<file path="config.mk">
export PLATFORM = sky130hd
export DESIGN_NAME = fv_bank_streamer
export DESIGN_NICKNAME = d
export VERILOG_FILES = /design/src/rtl/fv_bank_streamer_pkg.sv /design/src/rtl/fvs_req_fifo.sv /design/src/rtl/fv_bank_streamer.sv
export SDC_FILE = /design/constraint.sdc
export NUM_CORES = 1
export LEC_CHECK = 0
export CAP_MARGIN = 20
export CORE_MARGIN = 2
export CORE_UTILIZATION = 35
export DETAILED_ROUTE_END_ITERATION = 6
export PLACE_DENSITY = 0.74
export SKIP_CTS_REPAIR_TIMING = 1
export SLEW_MARGIN = 20
export SYNTH_ARGS = -nofsm -noshare
export SYNTH_HDL_FRONTEND = slang
export SYNTH_SLANG_ARGS = --single-unit
</file>
<file path="constraint.sdc">
create_clock -name clk -period 1.5 [get_ports clk]
set_input_delay 0.3 -clock clk [delete_from_list [all_inputs] [get_ports clk]]
set_output_delay 0.3 -clock clk [all_outputs]
set_load 0.05 [all_outputs]
</file>
<file path="src/rtl/fv_bank_streamer_pkg.sv">
// Shared constants and types for the feature-vector bank streamer.
// The optional request queue (FVS_REQ_QUEUE_EN) uses fvs_req_t from here as well.
package fv_bank_streamer_pkg;

   localparam int Max_FV_num       = 16;
   localparam int FV_size          = 16;
   localparam int Max_Node_id      = 256;
   localparam int Num_RS2Vertex_PE = 4;
   localparam int Bank_addr_w      = 10;

   localparam int ID_W   = $clog2(Max_Node_id);
   localparam int FVN_W  = $clog2(Max_FV_num) + 1;
   localparam int BEAT_W = FVN_W - 1;
   localparam int GRP_W  = $clog2(Num_RS2Vertex_PE);

   typedef struct packed {
      logic                        sos;
      logic                        eos;
      logic [1:0][FV_size-1:0]     FV_data;
      logic [ID_W-1:0]             Node_id;
   } Bank2RS;

   typedef struct packed {
      logic [ID_W-1:0]        node_id;
      logic [Bank_addr_w-1:0] base_addr;
      logic [BEAT_W-1:0]      beats;
   } fvs_req_t;

   typedef enum logic [1:0] {IDLE, READ, WAIT_RS} fvs_state_t;

   // Element count -> bank beats: clamp to [4, Max_FV_num], odd counts round down.
   function automatic logic [BEAT_W-1:0] fv_beats(input logic [FVN_W-1:0] fv_num);
      logic [FVN_W-1:0] n;
      n = fv_num;
      if (n > FVN_W'(Max_FV_num)) n = FVN_W'(Max_FV_num);
      if (n < FVN_W'(4))          n = FVN_W'(4);
      return n[FVN_W-1:1];
   endfunction

endpackage

</file>
<file path="src/rtl/fvs_req_fifo.sv">
// Four-entry request FIFO, only built into the streamer when FVS_REQ_QUEUE_EN is defined.
module fvs_req_fifo
   import fv_bank_streamer_pkg::*;
(
   input  logic     clk,
   input  logic     reset,
   input  logic     push,
   input  fvs_req_t push_data,
   input  logic     pop,
   output fvs_req_t head,
   output logic     empty,
   output logic     full
);

   fvs_req_t   mem [4];
   logic [1:0] wr_ptr;
   logic [1:0] rd_ptr;
   logic [2:0] count;

   always_ff @(posedge clk) begin
      if (reset) begin
         wr_ptr <= '0;
         rd_ptr <= '0;
         count  <= '0;
      end else begin
         if (push) begin
            mem[wr_ptr] <= push_data;
            wr_ptr      <= wr_ptr + 2'd1;
         end
         if (pop) rd_ptr <= rd_ptr + 2'd1;
         count <= count + 3'(push) - 3'(pop);
      end
   end

   assign head  = mem[rd_ptr];
   assign empty = (count == 3'd0);
   assign full  = (count == 3'd4);

endmodule

</file>
<file path="src/rtl/fv_bank_streamer.sv">
// Streams one feature vector per request from a 2-element-wide bank into the RS.
// Define FVS_REQ_QUEUE_EN to buffer up to four requests ahead of the streamer.
module fv_bank_streamer
   import fv_bank_streamer_pkg::*;
(
   input  logic                   clk,
   input  logic                   reset,
   input  logic                   req_valid,
   output logic                   req_ready,
   input  logic [ID_W-1:0]        req_node_id,
   input  logic [Bank_addr_w-1:0] req_base_addr,
   input  logic [FVN_W-1:0]       req_fv_num,
   output logic                   rd_en,
   output logic [Bank_addr_w-1:0] rd_addr,
   input  logic [2*FV_size-1:0]   rd_data,
   input  logic                   unavailable,
   input  logic                   rs_empty,
   output Bank2RS                 Bank2RS_out
);

   // Handshake: a request transfers in every cycle where req_valid && req_ready.
   fvs_state_t             state;
   fvs_req_t               in_req;
   fvs_req_t               take_req;
   logic                   take;
   logic [ID_W-1:0]        node_q;
   logic [BEAT_W-1:0]      beats_q;
   logic [BEAT_W-1:0]      k_q;
   logic [GRP_W-1:0]       grp_q;
   logic                   unav_q;
   logic                   rd_en_q;
   logic                   first_q;
   logic                   last_q;
   logic [Bank_addr_w-1:0] rd_addr_q;
   logic                   beat_q;
   logic                   sos_q;
   logic                   eos_q;
   logic [ID_W-1:0]        bnode_q;

   assign in_req = '{node_id: req_node_id, base_addr: req_base_addr, beats: fv_beats(req_fv_num)};

`ifdef FVS_REQ_QUEUE_EN
   fvs_req_t fifo_head;
   logic     fifo_empty;
   logic     fifo_full;
   logic     fifo_push;
   logic     fifo_pop;
   logic     bypass;

   // An empty queue lets an IDLE request go straight through, so beat timing is unchanged.
   assign req_ready = !fifo_full && !reset;
   assign bypass    = (state == IDLE) && fifo_empty;
   assign fifo_pop  = (state == IDLE) && !fifo_empty && !reset;
   assign fifo_push = req_valid && req_ready && !bypass;
   assign take      = (state == IDLE) && !reset && (!fifo_empty || req_valid);
   assign take_req  = fifo_empty ? in_req : fifo_head;

   fvs_req_fifo u_req_fifo (
      .clk       (clk),
      .reset     (reset),
      .push      (fifo_push),
      .push_data (in_req),
      .pop       (fifo_pop),
      .head      (fifo_head),
      .empty     (fifo_empty),
      .full      (fifo_full)
   );
`else
   assign req_ready = (state == IDLE) && !reset;
   assign take      = req_valid && req_ready;
   assign take_req  = in_req;
`endif

   always_ff @(posedge clk) begin
      if (reset) begin
         state     <= IDLE;
         node_q    <= '0;
         beats_q   <= '0;
         k_q       <= '0;
         grp_q     <= '0;
         unav_q    <= 1'b0;
         rd_en_q   <= 1'b0;
         first_q   <= 1'b0;
         last_q    <= 1'b0;
         rd_addr_q <= '0;
         beat_q    <= 1'b0;
         sos_q     <= 1'b0;
         eos_q     <= 1'b0;
         bnode_q   <= '0;
      end else begin
         // Bank data returns one cycle after the read, so the beat tags trail rd_en by one.
         beat_q  <= rd_en_q;
         sos_q   <= rd_en_q && first_q;
         eos_q   <= rd_en_q && last_q;
         bnode_q <= rd_en_q ? node_q : '0;
         case (state)
            IDLE: begin
               if (take) begin
                  node_q    <= take_req.node_id;
                  beats_q   <= take_req.beats;
                  rd_addr_q <= take_req.base_addr;
                  rd_en_q   <= 1'b1;
                  first_q   <= 1'b1;
                  last_q    <= 1'b0;
                  k_q       <= BEAT_W'(1);
                  unav_q    <= 1'b0;
                  state     <= READ;
               end
            end
            READ: begin
               unav_q <= unav_q | unavailable;
               if (last_q) begin
                  rd_en_q <= 1'b0;
                  first_q <= 1'b0;
                  last_q  <= 1'b0;
                  grp_q   <= (grp_q == GRP_W'(Num_RS2Vertex_PE - 1)) ? '0 : grp_q + 1'b1;
                  if (unav_q || unavailable || (grp_q == GRP_W'(Num_RS2Vertex_PE - 1)))
                     state <= WAIT_RS;
                  else
                     state <= IDLE;
               end else begin
                  rd_addr_q <= rd_addr_q + 1'b1;
                  first_q   <= 1'b0;
                  last_q    <= (k_q == beats_q - 1'b1);
                  k_q       <= k_q + 1'b1;
               end
            end
            WAIT_RS: begin
               if (rs_empty) begin
                  grp_q <= '0;
                  state <= IDLE;
               end
            end
            default: state <= IDLE;
         endcase
      end
   end

   assign rd_en   = rd_en_q && !reset;
   assign rd_addr = reset ? '0 : rd_addr_q;

   always_comb begin
      Bank2RS_out = '0;
      if (beat_q && !reset) begin
         Bank2RS_out.sos     = sos_q;
         Bank2RS_out.eos     = eos_q;
         Bank2RS_out.FV_data = rd_data;
         Bank2RS_out.Node_id = bnode_q;
      end
   end

endmodule

</file>
Word level (Yosys, flattened, before mapping)

Index checks and enable logic that the tools add are counted.

Register bits: 45
Bits in latches: 0
RAM bits: 0
Bits in read-only memories: 0
Input bits: 60
Output and inout port bits: 54
Logic and storage cells: 75
Memories kept: 0

$add $sub $neg: 4
Multipliers: 0
Div/mod/pow operators: 0
$lt $le $gt $ge: 2
Eq/ne operators: 8
Shift operators: 0
Mux-type cells: 26
Bitwise gates (word level): 2
Reduce and logical (&&, ||, !) cells: 19

Operator list:

| kind                                                                          | number |
|---|---|
| 42-bit 2-to-1 mux                                                             | 1 |
| 10-bit 2-to-1 mux                                                             | 3 |
| 10-bit one-hot mux with 2 select lines                                        | 1 |
| 2-bit 2-to-1 mux                                                              | 6 |
| 3-bit AND reduction                                                           | 4 |
| 10-bit by 1-bit adder with 10-bit output (second input constant)              | 1 |
| 5-bit 2-to-1 mux                                                              | 2 |
| 4-bit 2-to-1 mux                                                              | 2 |
| 2-bit != test (second input constant)                                         | 4 |
| 1-bit one-hot mux with 2 select lines                                         | 4 |
| 4-bit one-hot mux with 2 select lines                                         | 1 |
| 1-bit logical AND                                                             | 6 |
| 2-bit one-hot mux with 3 select lines                                         | 1 |
| 5-bit > comparator (second input constant)                                    | 1 |
| 5-bit by 3-bit less-than comparator with 1-bit output (second input constant) | 1 |
| 4-bit by 1-bit adder with 4-bit output (second input constant)                | 1 |
| 2-bit equality test (second input constant)                                   | 2 |
| 4-bit equality test                                                           | 1 |
| 1-bit 2-to-1 mux                                                              | 4 |
| 2-bit one-hot mux with 2 select lines                                         | 1 |
| 2-bit AND reduction                                                           | 2 |
| 2-bit nonzero test                                                            | 2 |
| 4-bit by 1-bit subtractor with 4-bit output (second input constant)           | 1 |
| 2-bit by 1-bit adder with 2-bit output (second input constant)                | 1 |
| other kinds (7)                                                               | 8 |

Longest topological paths before layout

Depth in word-level cells: 5
Depth in mapped cells: 6
Gate-level depth less buffers: 5

Least setup slack after synthesis

No wires, ideal clock.

Kind: input -> output
From: input reset
To: output req_ready
Data arrival time: 1.763 ns
Slack: -0.563 ns
Cell stages on the path: 3
Path buffers: 2
Cell sequence: clkbuf_1 > buf_1 > nor3_1

Word-level cells in the longest chain between the ends: 2

Ends and longest elaborated chain:

| item               | RTL line               | text |
|---|---|---|
| start: declaration | fv_bank_streamer.sv:7  | `input logic reset,` |
| 1-bit zero test    | fv_bank_streamer.sv:69 | `assign req_ready = (state == IDLE) && !reset;` |
| 1-bit logical AND  | fv_bank_streamer.sv:69 |  |
| end: declaration   | fv_bank_streamer.sv:9  | `output logic req_ready,` |

No other way between the ends.

==> flow_summary.ini <==
[global_routing]
grt_overflow = 0
grt_max_degree = 43
grt_first_pass_wirelength_mm = 10.9
track_usage = 0.187
grt_pass1_vias = 2282
antenna_found_initial = 0

[power_and_ir_drop]
power_frac_clock = 0.291
power.share.combinational = 0.306
power_density_nw_per_um2 = 708
switchingPower_w = 0.000966
power_leakage_nw = 1.91
p_seq_frac = 0.403
vdd_drop_max_uv = 564
p_sw_frac = 0.293
p_int_w = 0.00233

[timing]
final.period_utilization = 1.09
finClkSkew_ns = 0.00518
worst_slack_ns = -0.136
maxSlewViolCount = 0
hold_viol = 0
relSlewSlack = 0.774
whs_ns = 0.464
rsz0062_at_grt = yes
tightest_slew_ns = 0.340
fmax_ghz = 0.611
period_needed_ns = 1.64
setup_viol = 44
tns_ns = -5.26

[clocking]
numCtsBuffers = 5
cts_buffer_depth = 2
clock_latency_ns = 0.30
clock-sinks = 45
cts_htree_levels = 2
cts_tree = yes
cts_root_buf = clkbuf_8
path_clk_slew_ns = 0.09

[yosys]
ys_seq_area_frac = 0.389
yosys.area.top_type = dfxtp_1
syn_nets = 333
syn-cell-area_um2 = 2320
synth_area_leaders = dfxtp_1 39%, and2_1 14%, a22o_1 5.7%, nor2b_1 4.1%, nor2_1 2.9%
yosys_most_used_dff = dfxtp_1
async_flop_share = 0
ys_ff_latch = 45
synth_top_area_share = 0.389
synth_cells = 269
synth_enable_flop_cells = 0
ys_warn_count = 0
avgSynthCellArea_um2 = 8.61
synth_cell_type_count = 46

[worst_setup_path]
cp_max_fo = 6
path_cells = nor2b_4 > buf_12 > clkbuf_16 > and2_4 > buf_12
crit_path_max_incr_delay_ns = 0.32
startpoint_type = flip-flop
end_kind = output port
cp_slowest_cell = dfxtp_1
required_ns = 1.20
critPathBufInv = 3
criticalPathCategory = flip-flop to output port
cp_common_cell = buf_12
arrival_ns = 1.34
crit_family = buffers and inverters

[layout]
antenna_cells = 0
drive_gt1_frac = 0.406
final_util = 0.729
nets = 472
mostFrequentLayoutCells = 56 x clkdlybuf4s50_1, 56 x buf_12, 42 x and2_4
area_growth_pct = 101
fillCellCount = 434

[run_status]
status = complete, but fails checks
violations = negative setup slack

[placement]
numPortBuffers = 112
routabilityCongestion = 0.839
preCtsSetupSlack_ns = -0.519
hpwl_mm = 5.44

[floorplanning]
ios = 114
dieArea_um2 = 7280
die-height_um = 85.3
fp.dieW_um = 85.3
start_util = 0.363
core-area_um2 = 6390
rows = 29

[routing]
ant_nets = 0
via_count = 2491
via_per_inst = 5.13
drt_iter0_drc = 82
first_pass_iters = 4
wl_mm = 7.59
wl_per_cell_um = 15.6
drcViolationCount = 0

[hold_path]
timing.hold.worst.class = flip-flop to flip-flop

[job]
drv_cap = 0
==> power groups by stage <==
stage	Sequential (W)	Clock [W]	Combinational (W)
4_1_cts	0.00132	0.000962	0.000908
3_5_place_dp	0.00135	0	0.000901
3_3_place_gp	0.00135	0	0.000885
6_report	0.00133	0.000960	0.00101
5_1_grt	0.00134	0.00102	0.00107
2_1_floorplan	0.00134	0	0.000437
==> layer usage <==
metal  vias up  track usage  wire [µm]
met3         8       0.0409        529
met2       100        0.342       4030
met4         0       0.0606         85
met5         -            0          0
li1       1215            -          -
met1      1168        0.214       2940
==> final cells by class <==
cell class / count / area (µm²) / area share
well taps: 77 / 96.3 / 0.0207
clock inverters: 3 / 50.0 / 0.0107
repair buffers: 146 / 2010 / 0.432
clock buffers: 5 / 68.8 / 0.0148
flip-flops and latches: 45 / 912 / 0.196
inverters: 7 / 26.3 / 0.00564
multi-input cells: 203 / 1490 / 0.320
==> per-stage QoR <==
stage	instance area, µm²	power [W]	cells
3_3_place_gp	4210	0.00223	467
2_1_floorplan	2320	0.00177	269
4_1_cts	4330	0.00319	475
6_report	4660	0.00330	486
3_5_place_dp	4210	0.00225	467
5_1_grt	4660	0.00343	486
==> registers in the layout (all words and copies together) (netlist names) <==
register	flops
rd_addr_q	10
bnode_q	8
node_q	8
beats_q	4
k_q	4
grp_q	2
state	2
beat_q	1
eos_q	1
first_q	1
last_q	1
rd_en_q	1
sos_q	1
unav_q	1
==> worst paths after layout <==
path | from | to | slack [ns] | cells after the start
worst max-delay path | beat_q | Bank2RS_out[41] | -0.14 | 5
worst min-delay path | node_q[2] | bnode_q[2] | 0.46 | 1
worst max register to register | state[0] | rd_addr_q[6] | -0.03 | 5
worst min register to register | node_q[2] | bnode_q[2] | 0.46 | 1
==> cells in the mapped netlist (all sizes together) (4+ instances only) <==
master and n:
and2 53, nand2b 4, xnor2 5, buf 5, a22o 15, o21ai 9
ha 4, nand3 6, nor3 9, clkbuf 9, o31ai 7, inv 7
nor2 19, nor2b 15, dfxtp 45, nand2 13, a21oi 9
==> cells by family (layout without fill, tap and decap cells) <==
family	Yosys count	count (layout)	share of synthesized area
adder cells (fa/ha/maj)	4	4	0.0216
XOR/XNOR	7	7	0.0265
AO/OA/AOI/OAI	62	62	0.207
AND/OR/NAND/NOR	129	129	0.314
flip-flops	45	45	0.389
buffers and inverters	21	161	0.0373
multiplexers	1	1	0.00432
No activity file was read; power rests on OpenSTA's default activity.
